<file path="config.mk">
export PLATFORM = sky130hd
export DESIGN_NAME = vote_session_tally_flat
export DESIGN_NICKNAME = d
export VERILOG_FILES = /design/src/rtl/vote_pkg.sv /design/src/rtl/vote_session_tally_if.sv /design/src/rtl/vote_session_tally_weighted_popcount.sv /design/src/rtl/vote_session_tally.sv /design/src/flat_wrapper.sv
export SDC_FILE = /design/constraint.sdc
export NUM_CORES = 1
export LEC_CHECK = 0
export BUFFER_PORTS_ARGS = -buffer_cell sky130_fd_sc_hd__buf_2
export CAP_MARGIN = 20
export CELL_PAD_IN_SITES_DETAIL_PLACEMENT = 0
export CELL_PAD_IN_SITES_GLOBAL_PLACEMENT = 1
export CORE_ASPECT_RATIO = 1.4
export CORE_MARGIN = 4
export CORE_UTILIZATION = 38
export CTS_CLUSTER_DIAMETER = 150
export DETAILED_ROUTE_END_ITERATION = 10
export GPL_ROUTABILITY_DRIVEN = 0
export PLACE_DENSITY = 0.84
export REMOVE_ABC_BUFFERS = 1
export SETUP_SLACK_MARGIN = 0.05
export SLEW_MARGIN = 15
export SYNTH_ARGS = -nofsm -noshare
export SYNTH_HDL_FRONTEND = slang
export SYNTH_HIERARCHICAL = 1
export SYNTH_SLANG_ARGS = --single-unit
</file>
<file path="constraint.sdc">
create_clock -name clk -period 4.65 [get_ports clk]
set_input_delay 0.465 -clock clk [delete_from_list [all_inputs] [get_ports clk]]
set_output_delay 0.465 -clock clk [all_outputs]
set_load 0.05 [all_outputs]
</file>
<file path="src/rtl/vote_pkg.sv">
// Shared encodings and helpers for the weighted vote session tallier.
package vote_pkg;

  typedef enum logic [1:0] {
    MODE_MAJ  = 2'd0,
    MODE_2_3  = 2'd1,
    MODE_UNAN = 2'd2,
    MODE_RSVD = 2'd3
  } mode_e;

  typedef enum logic [1:0] {
    S_IDLE = 2'd0,
    S_OPEN = 2'd1,
    S_DONE = 2'd2
  } state_e;

  // Weight of a ballot in which every voter says yes; every accepted ballot adds this to the cast tally.
  function automatic int ballot_cast_weight(input int np_w, input int vip_w, input int w_np,
                                            input int w_vip, input int w_vvip);
    return np_w * w_np + vip_w * w_vip + w_vvip;
  endfunction

endpackage

</file>
<file path="src/rtl/vote_session_tally_if.sv">
// Ballot/control inputs and tally/result outputs of the session tallier.
interface vote_session_tally_if #(
  parameter int NP_W  = 32,
  parameter int VIP_W = 8,
  parameter int CNT_W = 16
);
  logic             start;
  logic             close;
  logic [1:0]       mode;
  logic             ballot_valid;
  logic [NP_W-1:0]  np;
  logic [VIP_W-1:0] vip;
  logic             vvip;
  logic             busy;
  logic [CNT_W-1:0] yes_cnt;
  logic [CNT_W-1:0] cast_cnt;
  logic             res_valid;
  logic             res;

  modport master (
    output start, close, mode, ballot_valid, np, vip, vvip,
    input  busy, yes_cnt, cast_cnt, res_valid, res
  );

  modport slave (
    input  start, close, mode, ballot_valid, np, vip, vvip,
    output busy, yes_cnt, cast_cnt, res_valid, res
  );
endinterface

</file>
<file path="src/rtl/vote_session_tally_weighted_popcount.sv">
// Combinational yes-weight of one ballot: weighted count of set voter bits.
module weighted_popcount #(
  parameter int NP_W   = 32,
  parameter int VIP_W  = 8,
  parameter int W_NP   = 1,
  parameter int W_VIP  = 4,
  parameter int W_VVIP = 16,
  parameter int OUT_W  = 7
) (
  input  logic [NP_W-1:0]  np,
  input  logic [VIP_W-1:0] vip,
  input  logic             vvip,
  output logic [OUT_W-1:0] yes_weight
);
  localparam int NP_CW  = $clog2(NP_W + 1);
  localparam int VIP_CW = $clog2(VIP_W + 1);

  logic [NP_CW-1:0]  np_ones;
  logic [VIP_CW-1:0] vip_ones;

  // Count yes bits per class, then scale each class by its weight.
  always_comb begin
    np_ones  = '0;
    vip_ones = '0;
    for (int i = 0; i < NP_W; i++) begin
      np_ones = np_ones + NP_CW'(np[i]);
    end
    for (int i = 0; i < VIP_W; i++) begin
      vip_ones = vip_ones + VIP_CW'(vip[i]);
    end
    yes_weight = OUT_W'(np_ones) * OUT_W'(W_NP)
               + OUT_W'(vip_ones) * OUT_W'(W_VIP)
               + (vvip ? OUT_W'(W_VVIP) : '0);
  end
endmodule

</file>
<file path="src/rtl/vote_session_tally.sv">
// Session-based weighted vote tallier: accumulates ballots while open, decides on close.
module vote_session_tally
  import vote_pkg::*;
#(
  parameter int NP_W        = 32,
  parameter int VIP_W       = 8,
  parameter int W_NP        = 1,
  parameter int W_VIP       = 4,
  parameter int W_VVIP      = 16,
  parameter int CNT_W       = 16,
  parameter int MAX_BALLOTS = 255
) (
  input logic                  clk,
  input logic                  reset,
  vote_session_tally_if.slave  bus
);
  localparam int CAST_W = ballot_cast_weight(NP_W, VIP_W, W_NP, W_VIP, W_VVIP);
  localparam int BW_W   = $clog2(CAST_W + 1);
  localparam int SUM_W  = ((CNT_W > BW_W) ? CNT_W : BW_W) + 1;
  localparam int BCNT_W = (MAX_BALLOTS > 1) ? $clog2(MAX_BALLOTS + 1) : 1;
  localparam logic [CNT_W-1:0] CNT_MAX = '1;

  state_e            state_q, state_d;
  logic [CNT_W-1:0]  yes_q, yes_d;
  logic [CNT_W-1:0]  cast_q, cast_d;
  logic [BCNT_W-1:0] nb_q, nb_d;
  logic              res_q, res_d;
  logic [BW_W-1:0]   ballot_yes;
  logic [SUM_W-1:0]  yes_sum;
  logic [SUM_W-1:0]  cast_sum;
  logic              limit_hit;

  weighted_popcount #(
    .NP_W(NP_W), .VIP_W(VIP_W), .W_NP(W_NP), .W_VIP(W_VIP), .W_VVIP(W_VVIP), .OUT_W(BW_W)
  ) u_wpop (
    .np(bus.np), .vip(bus.vip), .vvip(bus.vvip), .yes_weight(ballot_yes)
  );

  // Decision rule on saturated final tallies; products are held in CNT_W+2 bits so they cannot overflow.
  function automatic logic decide(input logic [CNT_W-1:0] y, input logic [CNT_W-1:0] c,
                                  input logic [1:0] m);
    logic [CNT_W+1:0] y_ext;
    logic [CNT_W+1:0] c_ext;
    logic             r;
    y_ext = {2'b00, y};
    c_ext = {2'b00, c};
    case (mode_e'(m))
      MODE_2_3:  r = (y_ext * (CNT_W+2)'(3)) >= (c_ext * (CNT_W+2)'(2));
      MODE_UNAN: r = (y == c);
      default:   r = (y_ext * (CNT_W+2)'(2)) > c_ext;
    endcase
    return r && (c != '0);
  endfunction

  // Session FSM, saturating accumulation, ballot limit and evaluation on entry to DONE.
  always_comb begin
    state_d   = state_q;
    yes_d     = yes_q;
    cast_d    = cast_q;
    nb_d      = nb_q;
    res_d     = res_q;
    limit_hit = 1'b0;
    yes_sum   = SUM_W'(yes_q) + SUM_W'(ballot_yes);
    cast_sum  = SUM_W'(cast_q) + SUM_W'(CAST_W);
    case (state_q)
      S_OPEN: begin
        if (bus.start) begin
          yes_d  = '0;
          cast_d = '0;
          nb_d   = '0;
        end else begin
          if (bus.ballot_valid) begin
            yes_d     = (yes_sum > SUM_W'(CNT_MAX)) ? CNT_MAX : yes_sum[CNT_W-1:0];
            cast_d    = (cast_sum > SUM_W'(CNT_MAX)) ? CNT_MAX : cast_sum[CNT_W-1:0];
            nb_d      = nb_q + BCNT_W'(1);
            limit_hit = (MAX_BALLOTS != 0) && (nb_q == BCNT_W'(MAX_BALLOTS - 1));
          end
          if (bus.close || limit_hit) begin
            state_d = S_DONE;
            res_d   = decide(yes_d, cast_d, bus.mode);
          end
        end
      end
      S_IDLE, S_DONE: begin
        if (bus.start) begin
          state_d = S_OPEN;
          yes_d   = '0;
          cast_d  = '0;
          nb_d    = '0;
          res_d   = 1'b0;
        end
      end
      default: state_d = S_IDLE;
    endcase
  end

  // State and tally registers, cleared asynchronously.
  always_ff @(posedge clk or posedge reset) begin
    if (reset) begin
      state_q <= S_IDLE;
      yes_q   <= '0;
      cast_q  <= '0;
      nb_q    <= '0;
      res_q   <= 1'b0;
    end else begin
      state_q <= state_d;
      yes_q   <= yes_d;
      cast_q  <= cast_d;
      nb_q    <= nb_d;
      res_q   <= res_d;
    end
  end

  assign bus.busy      = (state_q == S_OPEN);
  assign bus.res_valid = (state_q == S_DONE);
  assign bus.res       = res_q;
  assign bus.yes_cnt   = yes_q;
  assign bus.cast_cnt  = cast_q;
endmodule

</file>
<file path="src/flat_wrapper.sv">
// flat-port wrapper written by rule: the top's interface ports become plain ports
module vote_session_tally_flat import vote_pkg::*;
#(
  parameter int NP_W        = 32,
  parameter int VIP_W       = 8,
  parameter int W_NP        = 1,
  parameter int W_VIP       = 4,
  parameter int W_VVIP      = 16,
  parameter int CNT_W       = 16,
  parameter int MAX_BALLOTS = 255
)
  (clk, reset, bus_start, bus_close, bus_mode, bus_ballot_valid, bus_np, bus_vip, bus_vvip, bus_busy, bus_yes_cnt, bus_cast_cnt, bus_res_valid, bus_res);
  vote_session_tally_if #(.NP_W(NP_W), .VIP_W(VIP_W), .CNT_W(CNT_W)) bus_i ();
  input logic clk;
  input logic reset;
  input wire logic [$bits(bus_i.start)-1:0] bus_start;
  input wire logic [$bits(bus_i.close)-1:0] bus_close;
  input wire logic [$bits(bus_i.mode)-1:0] bus_mode;
  input wire logic [$bits(bus_i.ballot_valid)-1:0] bus_ballot_valid;
  input wire logic [$bits(bus_i.np)-1:0] bus_np;
  input wire logic [$bits(bus_i.vip)-1:0] bus_vip;
  input wire logic [$bits(bus_i.vvip)-1:0] bus_vvip;
  output wire logic [$bits(bus_i.busy)-1:0] bus_busy;
  output wire logic [$bits(bus_i.yes_cnt)-1:0] bus_yes_cnt;
  output wire logic [$bits(bus_i.cast_cnt)-1:0] bus_cast_cnt;
  output wire logic [$bits(bus_i.res_valid)-1:0] bus_res_valid;
  output wire logic [$bits(bus_i.res)-1:0] bus_res;
  assign bus_i.start = bus_start;
  assign bus_i.close = bus_close;
  assign bus_i.mode = bus_mode;
  assign bus_i.ballot_valid = bus_ballot_valid;
  assign bus_i.np = bus_np;
  assign bus_i.vip = bus_vip;
  assign bus_i.vvip = bus_vvip;
  assign bus_busy = bus_i.busy;
  assign bus_yes_cnt = bus_i.yes_cnt;
  assign bus_cast_cnt = bus_i.cast_cnt;
  assign bus_res_valid = bus_i.res_valid;
  assign bus_res = bus_i.res;
  vote_session_tally #(.NP_W(NP_W), .VIP_W(VIP_W), .W_NP(W_NP), .W_VIP(W_VIP), .W_VVIP(W_VVIP), .CNT_W(CNT_W), .MAX_BALLOTS(MAX_BALLOTS)) u_core (.clk(clk), .reset(reset), .bus(bus_i));
endmodule
</file>
**Yosys cells after proc, flatten, opt, wreduce, memory -nomap -nowiden**

Cells that the tools add are included.

- Input port bits: 48
- Output and inout port bits: 35
- Word-level logic and storage cells: 106
- Bits in registers: 43

- Equality and inequality tests: 10
- Reductions and logical operators: 10
- $mul: 1
- $lt $le $gt $ge: 4
- Mux-type cells: 33
- Add/sub/neg operators: 43

Operators by type and width:

| cell | number |
|---|---|
| two-way mux 16 bit | 11 |
| adder 6 x 1 -> 6 bit | 26 |
| one-hot mux 16 bit (2 select lines) | 2 |
| greater-than comparator 17 x 16 -> 1 bit, second input constant | 2 |
| two-way mux 8 bit | 3 |
| >= comparator 18 x 17 -> 1 bit | 1 |
| multiplier 16 x 2 -> 18 bit, second input constant | 1 |
| adder 16 x 7 -> 17 bit | 1 |
| adder 16 x 7 -> 17 bit, second input constant | 1 |
| greater-than comparator 17 x 16 -> 1 bit | 1 |
| adder 4 x 1 -> 4 bit | 4 |
| == test 16 bit | 1 |
| one-hot mux 8 bit (2 select lines) | 1 |
| nonzero test 16 bit | 1 |
| two-way mux 1 bit | 9 |
| adder 3 x 1 -> 4 bit | 2 |
| adder 8 x 1 -> 8 bit, second input constant | 1 |
| == test 8 bit, second input constant | 1 |
| adder 6 x 6 -> 7 bit | 1 |
| adder 7 x 5 -> 7 bit | 1 |
| adder 2 x 1 -> 3 bit | 2 |
| adder 5 x 1 -> 6 bit | 1 |
| two-way mux 2 bit | 3 |
| AND reduction 3 bit | 2 |
| 17 further kinds | 22 |

**Logic depth before layout (Yosys ltp)**

- Depth in word-level cells: 49
- Gate-level depth with buffers: 40
- Gate-level depth less buffers: 40

**Cells and area by module**

Netlist, hierarchy kept.

By module, submodules not included:

| module | instances | sequential area each (um^2) | cells an instance | area each (um^2) |
|---|---|---|---|---|
| vote_session_tally | 1 | 1076.0 | 620 | 4912.2 |
| weighted_popcount | 1 | 0.0 | 128 | 1178.6 |

**Worst setup path after synthesis**

No wires, ideal clock.

- Path type: input to register
- From: in bus_vip[0]
- To: reg u_core.res_q (netlist: u_core/bus.res)
- Path buffers: 0
- Setup slack: -4312 ps
- Cell stages on the path: 38
- Arrival time: 8827 ps
- Library setup time: 135 ps
- Data required time: 4515 ps
- Cell sequence: fa_1 -> inv_1 -> fa_1 -> fa_1 -> inv_1 -> ha_1 -> fa_1 -> fa_1 -> inv_1 -> fa_1 -> inv_1 -> ha_1 -> a211oi_2 -> nor3_1 -> or3b_1 -> ha_1 -> o211ai_1 -> a31oi_2 -> (+2 left out) -> ha_1 -> a21o_1 -> a21oi_1 -> nor2b_1 -> o21ai_0 -> a21oi_1 -> nand4_1 -> a31oi_1 -> a211o_1 -> a21oi_1 -> xnor2_1 -> ha_1 -> a211oi_1 -> o21ai_0 -> a211oi_1 -> nand2_1 -> a211oi_1 -> a22oi_1

- Word-level cells in the longest chain between the ends: 25

Ends and longest elaborated chain:

| what | RTL line | source |
|---|---|---|
| from (decl) | flat_wrapper.sv:21 | `input wire logic [$bits(bus_i.vip)-1:0] bus_vip;` |
| adder 1 x 1 -> 2 bit * | vote_session_tally_weighted_popcount.sv:29 | `vip_ones = vip_ones + VIP_CW'(vip[i]);` |
| adder 2 x 1 -> 3 bit * | vote_session_tally_weighted_popcount.sv:29 |  |
| adder 3 x 1 -> 4 bit * | vote_session_tally_weighted_popcount.sv:29 |  |
| adder 4 x 1 -> 4 bit * (4 in a row) | vote_session_tally_weighted_popcount.sv:29 |  |
| adder 6 x 6 -> 7 bit * | vote_session_tally_weighted_popcount.sv:32 | `+ OUT_W'(vip_ones) * OUT_W'(W_VIP)` |
| adder 7 x 5 -> 7 bit * | vote_session_tally_weighted_popcount.sv:33 | `+ (vvip ? OUT_W'(W_VVIP) : '0);` |
| named net u_core.ballot_yes[6] | vote_session_tally.sv:28 | `logic [BW_W-1:0] ballot_yes;` |
| adder 16 x 7 -> 17 bit * | vote_session_tally.sv:63 | `yes_sum = SUM_W'(yes_q) + SUM_W'(ballot_yes);` |
| (+7 left out) | n/a |  |
| one-hot mux 1 bit (2 select lines) * | vote_session_tally.sv:47 | `case (mode_e'(m))` |
| two-way mux 1 bit * | vote_session_tally.sv:78 | `if (bus.close \|\| limit_hit) begin` |
| two-way mux 1 bit * | vote_session_tally.sv:67 | `if (bus.start) begin` |
| two-way mux 1 bit * | vote_session_tally.sv:65 | `case (state_q)` |
| logical AND 1 bit * | vote_session_tally.sv:52 | `return r && (c != '0);` |
| two-way mux 1 bit * | vote_session_tally.sv:78 |  |
| two-way mux 1 bit * | vote_session_tally.sv:67 |  |
| one-hot mux 1 bit (2 select lines) * | vote_session_tally.sv:65 |  |
| to (signal assigned) | vote_session_tally.sv:110 | `res_q <= res_d;` |
| to (decl) | vote_session_tally.sv:27 | `logic res_q, res_d;` |

The timed path passes the listed nets; every way through them passes the cells marked *. The select of a mux whose other input is x is not followed.
A chain may end at the register's enable or synchronous reset.

**Final worst setup path**

- From: in bus_vip[3]
- To: reg u_core.res_q (netlist: u_core/bus.res)

- Word-level cells in the longest chain between the ends: 23

Ends and longest elaborated chain:

| what | RTL line | source |
|---|---|---|
| adder 3 x 1 -> 4 bit * | vote_session_tally_weighted_popcount.sv:29 |  |
| adder 4 x 1 -> 4 bit * (4 in a row) | vote_session_tally_weighted_popcount.sv:29 |  |
| adder 6 x 6 -> 7 bit * | vote_session_tally_weighted_popcount.sv:32 |  |
| adder 7 x 5 -> 7 bit * | vote_session_tally_weighted_popcount.sv:33 |  |
| named net u_core.ballot_yes[6] | vote_session_tally.sv:28 |  |
| adder 16 x 7 -> 17 bit * | vote_session_tally.sv:63 |  |
| greater-than comparator 17 x 16 -> 1 bit | vote_session_tally.sv:73 | `yes_d = (yes_sum > SUM_W'(CNT_MAX)) ? CNT_MAX : yes_sum[CNT_W-1:0];` |
| two-way mux 16 bit * | vote_session_tally.sv:73 |  |
| (+5 left out) | n/a |  |
| one-hot mux 1 bit (2 select lines) * | vote_session_tally.sv:47 |  |
| two-way mux 1 bit * | vote_session_tally.sv:78 |  |
| two-way mux 1 bit * | vote_session_tally.sv:67 |  |
| two-way mux 1 bit * | vote_session_tally.sv:65 |  |
| logical AND 1 bit * | vote_session_tally.sv:52 |  |
| two-way mux 1 bit * | vote_session_tally.sv:78 |  |
| two-way mux 1 bit * | vote_session_tally.sv:67 |  |
| one-hot mux 1 bit (2 select lines) * | vote_session_tally.sv:65 |  |

Marked as above.

==> results.py <==
metrics = {
    "outcome": {
        "outcome": "complete, but fails checks",
        "violations": "negative setup slack",
    },
    "synthesis": {
        "synth.yosys.seq_area_share_pct": 17.7,
        "synth_top_family_by_area": "adder cells",
        "synth-adder-area-share_pct": 25.8,
        "ys_seq_elements": 43,
        "yosysMostFrequentCell": "inv_1",
        "synth_edf_count": 0,
        "synth-simple-area-share_pct": 18.7,
        "synth_xor_area_share_pct": 5.75,
        "muxShareOfSynthArea_pct": 1.38,
        "synth_cell_types": 82,
        "synth_top_area_share_pct": 17.7,
        "async_reset_ff_share_pct": 100,
        "postSynthAreaPerCell_um2": 8.14,
        "netlist_area_mm2": 0.00609,
        "synth_top_cell_by_area": "dfrtp_1",
        "synth_common_cells": "inv_1, ha_1, nand2_1, o21ai_0, nor2_1",
        "ys.flop_type": "dfrtp_1",
        "yosysWarningCount": 6,
        "syn_inst": 748,
        "synth-compound-area-share_pct": 22.1,
        "synth.area.top_cells": "dfrtp_1, ha_1, fa_1",
    },
    "sta": {
        "max_freq_mhz": 115,
        "finalCritPeriodShare_pct": 187,
        "setup_viol": 17,
        "finClkSkew_ns": 0.00612,
        "slew_headroom_pct": 32.5,
        "hold_violations": 0,
        "slew_viol_final": 0,
        "min_period_ns": 8.70,
        "grt_setup_unrepaired": "true",
        "fin_ws_ns": -4.05,
        "worst_slew_pin_slew_ns": 1.01,
    },
    "min_path": {
        "hp-class": "input port to async pin",
    },
    "critical_path": {
        "crit_cells": 39,
        "critPathLaunch": "bus_vip[3]",
        "crit_slowest_cell": "fa_1",
        "critPathKind": "input port to flip-flop",
        "reg2regPathDepth": 25,
        "crit_path_start_kind": "input port",
        "reg2reg_slack_ns": -0.35,
        "cp-endpoint": "u_core/bus.res$_DFFE_PP0P_",
        "endpoint_kind": "flip-flop",
        "cp_max_fo": 4,
        "cpPeakStageDelay_ns": 0.53,
        "reg2reg_to": "u_core/bus.res$_DFFE_PP0P_",
        "path_buf_inv": 6,
        "crit_family": "adder cells",
        "crit_path_frequent_cell": "fa_1",
        "reg2reg_from": "u_core/bus.yes_cnt[0]$_DFFE_PP0P_",
        "crit_required_ns": 4.81,
        "crit_arrival_ns": 8.86,
    },
    "clock_network": {
        "cts-root-buf": "clkbuf_16",
        "path_clk_slew_ns": 0.07,
        "clock_sinks": 43,
        "htree_levels": 2,
        "clk_latency_ns": 0.29,
        "clk_path_buf_depth": 2,
        "cts_tree": "yes",
        "cts_buffers": 5,
    },
    "finish": {
        "syn2layout_area_growth_pct": 43.6,
        "final_area_mm2": 0.00875,
        "fin_nets": 1140,
        "n_antenna_cell": 0,
        "instances_no_fill": 1182,
        "drive_gt1_share_pct": 36.6,
    },
    "floorplan": {
        "core_mm2": 0.0157,
        "die_h_um": 158,
        "die_x_um": 115,
        "io_pins": 83,
        "rows": 54,
        "start_util_pct": 38.9,
        "die_area_mm2": 0.0181,
    },
    "grt": {
        "grt_pass1_vias": 6677,
        "antenna_found_initial": 0,
        "grtUsageTotal_pct": 21.8,
        "grt_pass1_wl_mm": 32.1,
        "grt_overflow": 0,
        "grt_max_degree": 44,
    },
    "placement": {
        "dpl_cell_area_mm2": 0.00763,
        "portBuffers": 82,
        "placed_cells": 1132,
        "dp_hpwl_mm": 15.3,
        "place_ws_ns": -4.89,
    },
    "detailed_routing": {
        "vias_per_cell": 5.60,
        "initialDrtViolationCount": 516,
        "vias": 6620,
        "post_drt_wl_per_cell_um": 17.4,
        "drt_first_pass_iters": 6,
        "drcViolationCount": 0,
        "ant_nets": 0,
        "routed_wl_mm": 20.6,
    },
    "flow_run": {
        "max_cap_violations": 0,
    },
}
worst register-to-register path: stages, from the launching register on:
cell	delay (ns)
dfrtp_1	0.38
ha_1	0.21
inv_1	0.07
fa_1	0.26
nor2b_4	0.07
o31ai_4	0.32
nand2_2	0.15
a311oi_2	0.29
a31oi_1	0.08
mux2i_1	0.30
inv_1	0.14
ha_1	0.33
nor2_1	0.05
a21oi_1	0.19
nand4_1	0.21
a31oi_2	0.26
a211o_1	0.17
a21oi_2	0.05
xnor2_1	0.13
ha_1	0.32
a211oi_2	0.20
o21ai_1	0.10
a211oi_1	0.23
nand2_1	0.09
a211oi_2	0.17
a22oi_1	0.10
flip-flops by register name, summed over array words and instances (netlist names):
signal,count
u_core/bus.cast_cnt,16
u_core/bus.res,1
u_core/bus.yes_cnt,16
u_core/nb_q,8
u_core/state_q,2
cell type report:
cell class / count / area (µm²)
flip-flops and latches: 43 / 1080
clock inverters: 2 / 12.5
clock buffers: 6 / 129
repair buffers: 258 / 1900
inverters: 103 / 393
multi-input cells: 574 / 4990
well taps: 196 / 245
fillers: 1445 / 6930
layout by cell type, fill, tap and decap left out, types with 4 or more instances in the layout:
master     Yosys  routed
o2111ai_1      5       4
nand3_1       19      16
a31oi_4        0       5
dfrtp_1       43      43
ha_4           0       8
a21oi_1       38      29
buf_6          1      43
mux2i_1        5       4
and3_1        11       8
fa_1          31      29
o21ai_1        4      10
a21o_1        12      12
nor2b_1        6       6
nor2_1        46      42
clkbuf_16      0       5
xnor2_1       27      27
ha_1          76      67
a31oi_1       13      10
nand4_1       19      19
o211ai_1       4       4
o21ai_2        1      10
a21oi_2        3      10
nand2_1       64      60
buf_4          2     136
o21a_1         8       8
nand2b_1       7       7
nor4_1         6       6
and4_1         4       4
xor2_1        13      12
o21ai_0       50      33
inv_2          0       7
a22o_1         5       5
inv_1        103      93
a211oi_2       3       6
nor3_1        16      15
buf_2         13      79
or3_1          5       5
logic make-up after synthesis:
group,Yosys count
flops,43
fa+ha+maj,107
buf+inv,131
xor+xnor,40
simple gates,224
compound gates,195
mux,8
metrics by stage:
step | TNS (ns) | hold WS (ns) | util, %
after global placement | -38.09 | 0.522 | 48.7
final | -30.41 | 0.308 | 55.8
after floorplan | -31.73 | 0.504 | -
after CTS | -27.92 | 0.329 | 53.9
after detailed placement | -39.90 | 0.535 | 48.7
after global routing | -32.98 | 0.376 | 55.8
repair_timing:
action,CTS,global route
buffers inserted,24,22
pin swaps,63,26
gates resized for setup,116,40
setup endpoints to repair,17,17
hold buffers,0,0
metal layers:
metal	wire length (µm)	track usage, %	vias up
li1	-	-	3121
met1	7600	24.2	3180
met2	10600	39.1	234
met3	937	2.22	85
met4	1450	13.9	0
met5	0	0	-
how the worst min path moves through the flow:
stage	slack, ns	end	from
4_1_cts	0.33	u_core/bus.yes_cnt[0]$_DFFE_PP0P_	reset
3_3_place_gp	0.52	u_core/nb_q[6]$_DFFE_PP0P_	u_core/nb_q[6]$_DFFE_PP0P_
6_report	0.31	u_core/state_q[0]$_DFFE_PP0P_	reset
2_1_floorplan	0.50	u_core/nb_q[6]$_DFFE_PP0P_	u_core/nb_q[6]$_DFFE_PP0P_
5_1_grt	0.38	u_core/bus.yes_cnt[10]$_DFFE_PP0P_	reset
3_5_place_dp	0.53	u_core/nb_q[6]$_DFFE_PP0P_	u_core/nb_q[6]$_DFFE_PP0P_
Power is left out: the tool's default activity adds up to more than one toggle a clock period on the data nets, which glitch-free logic cannot reach.
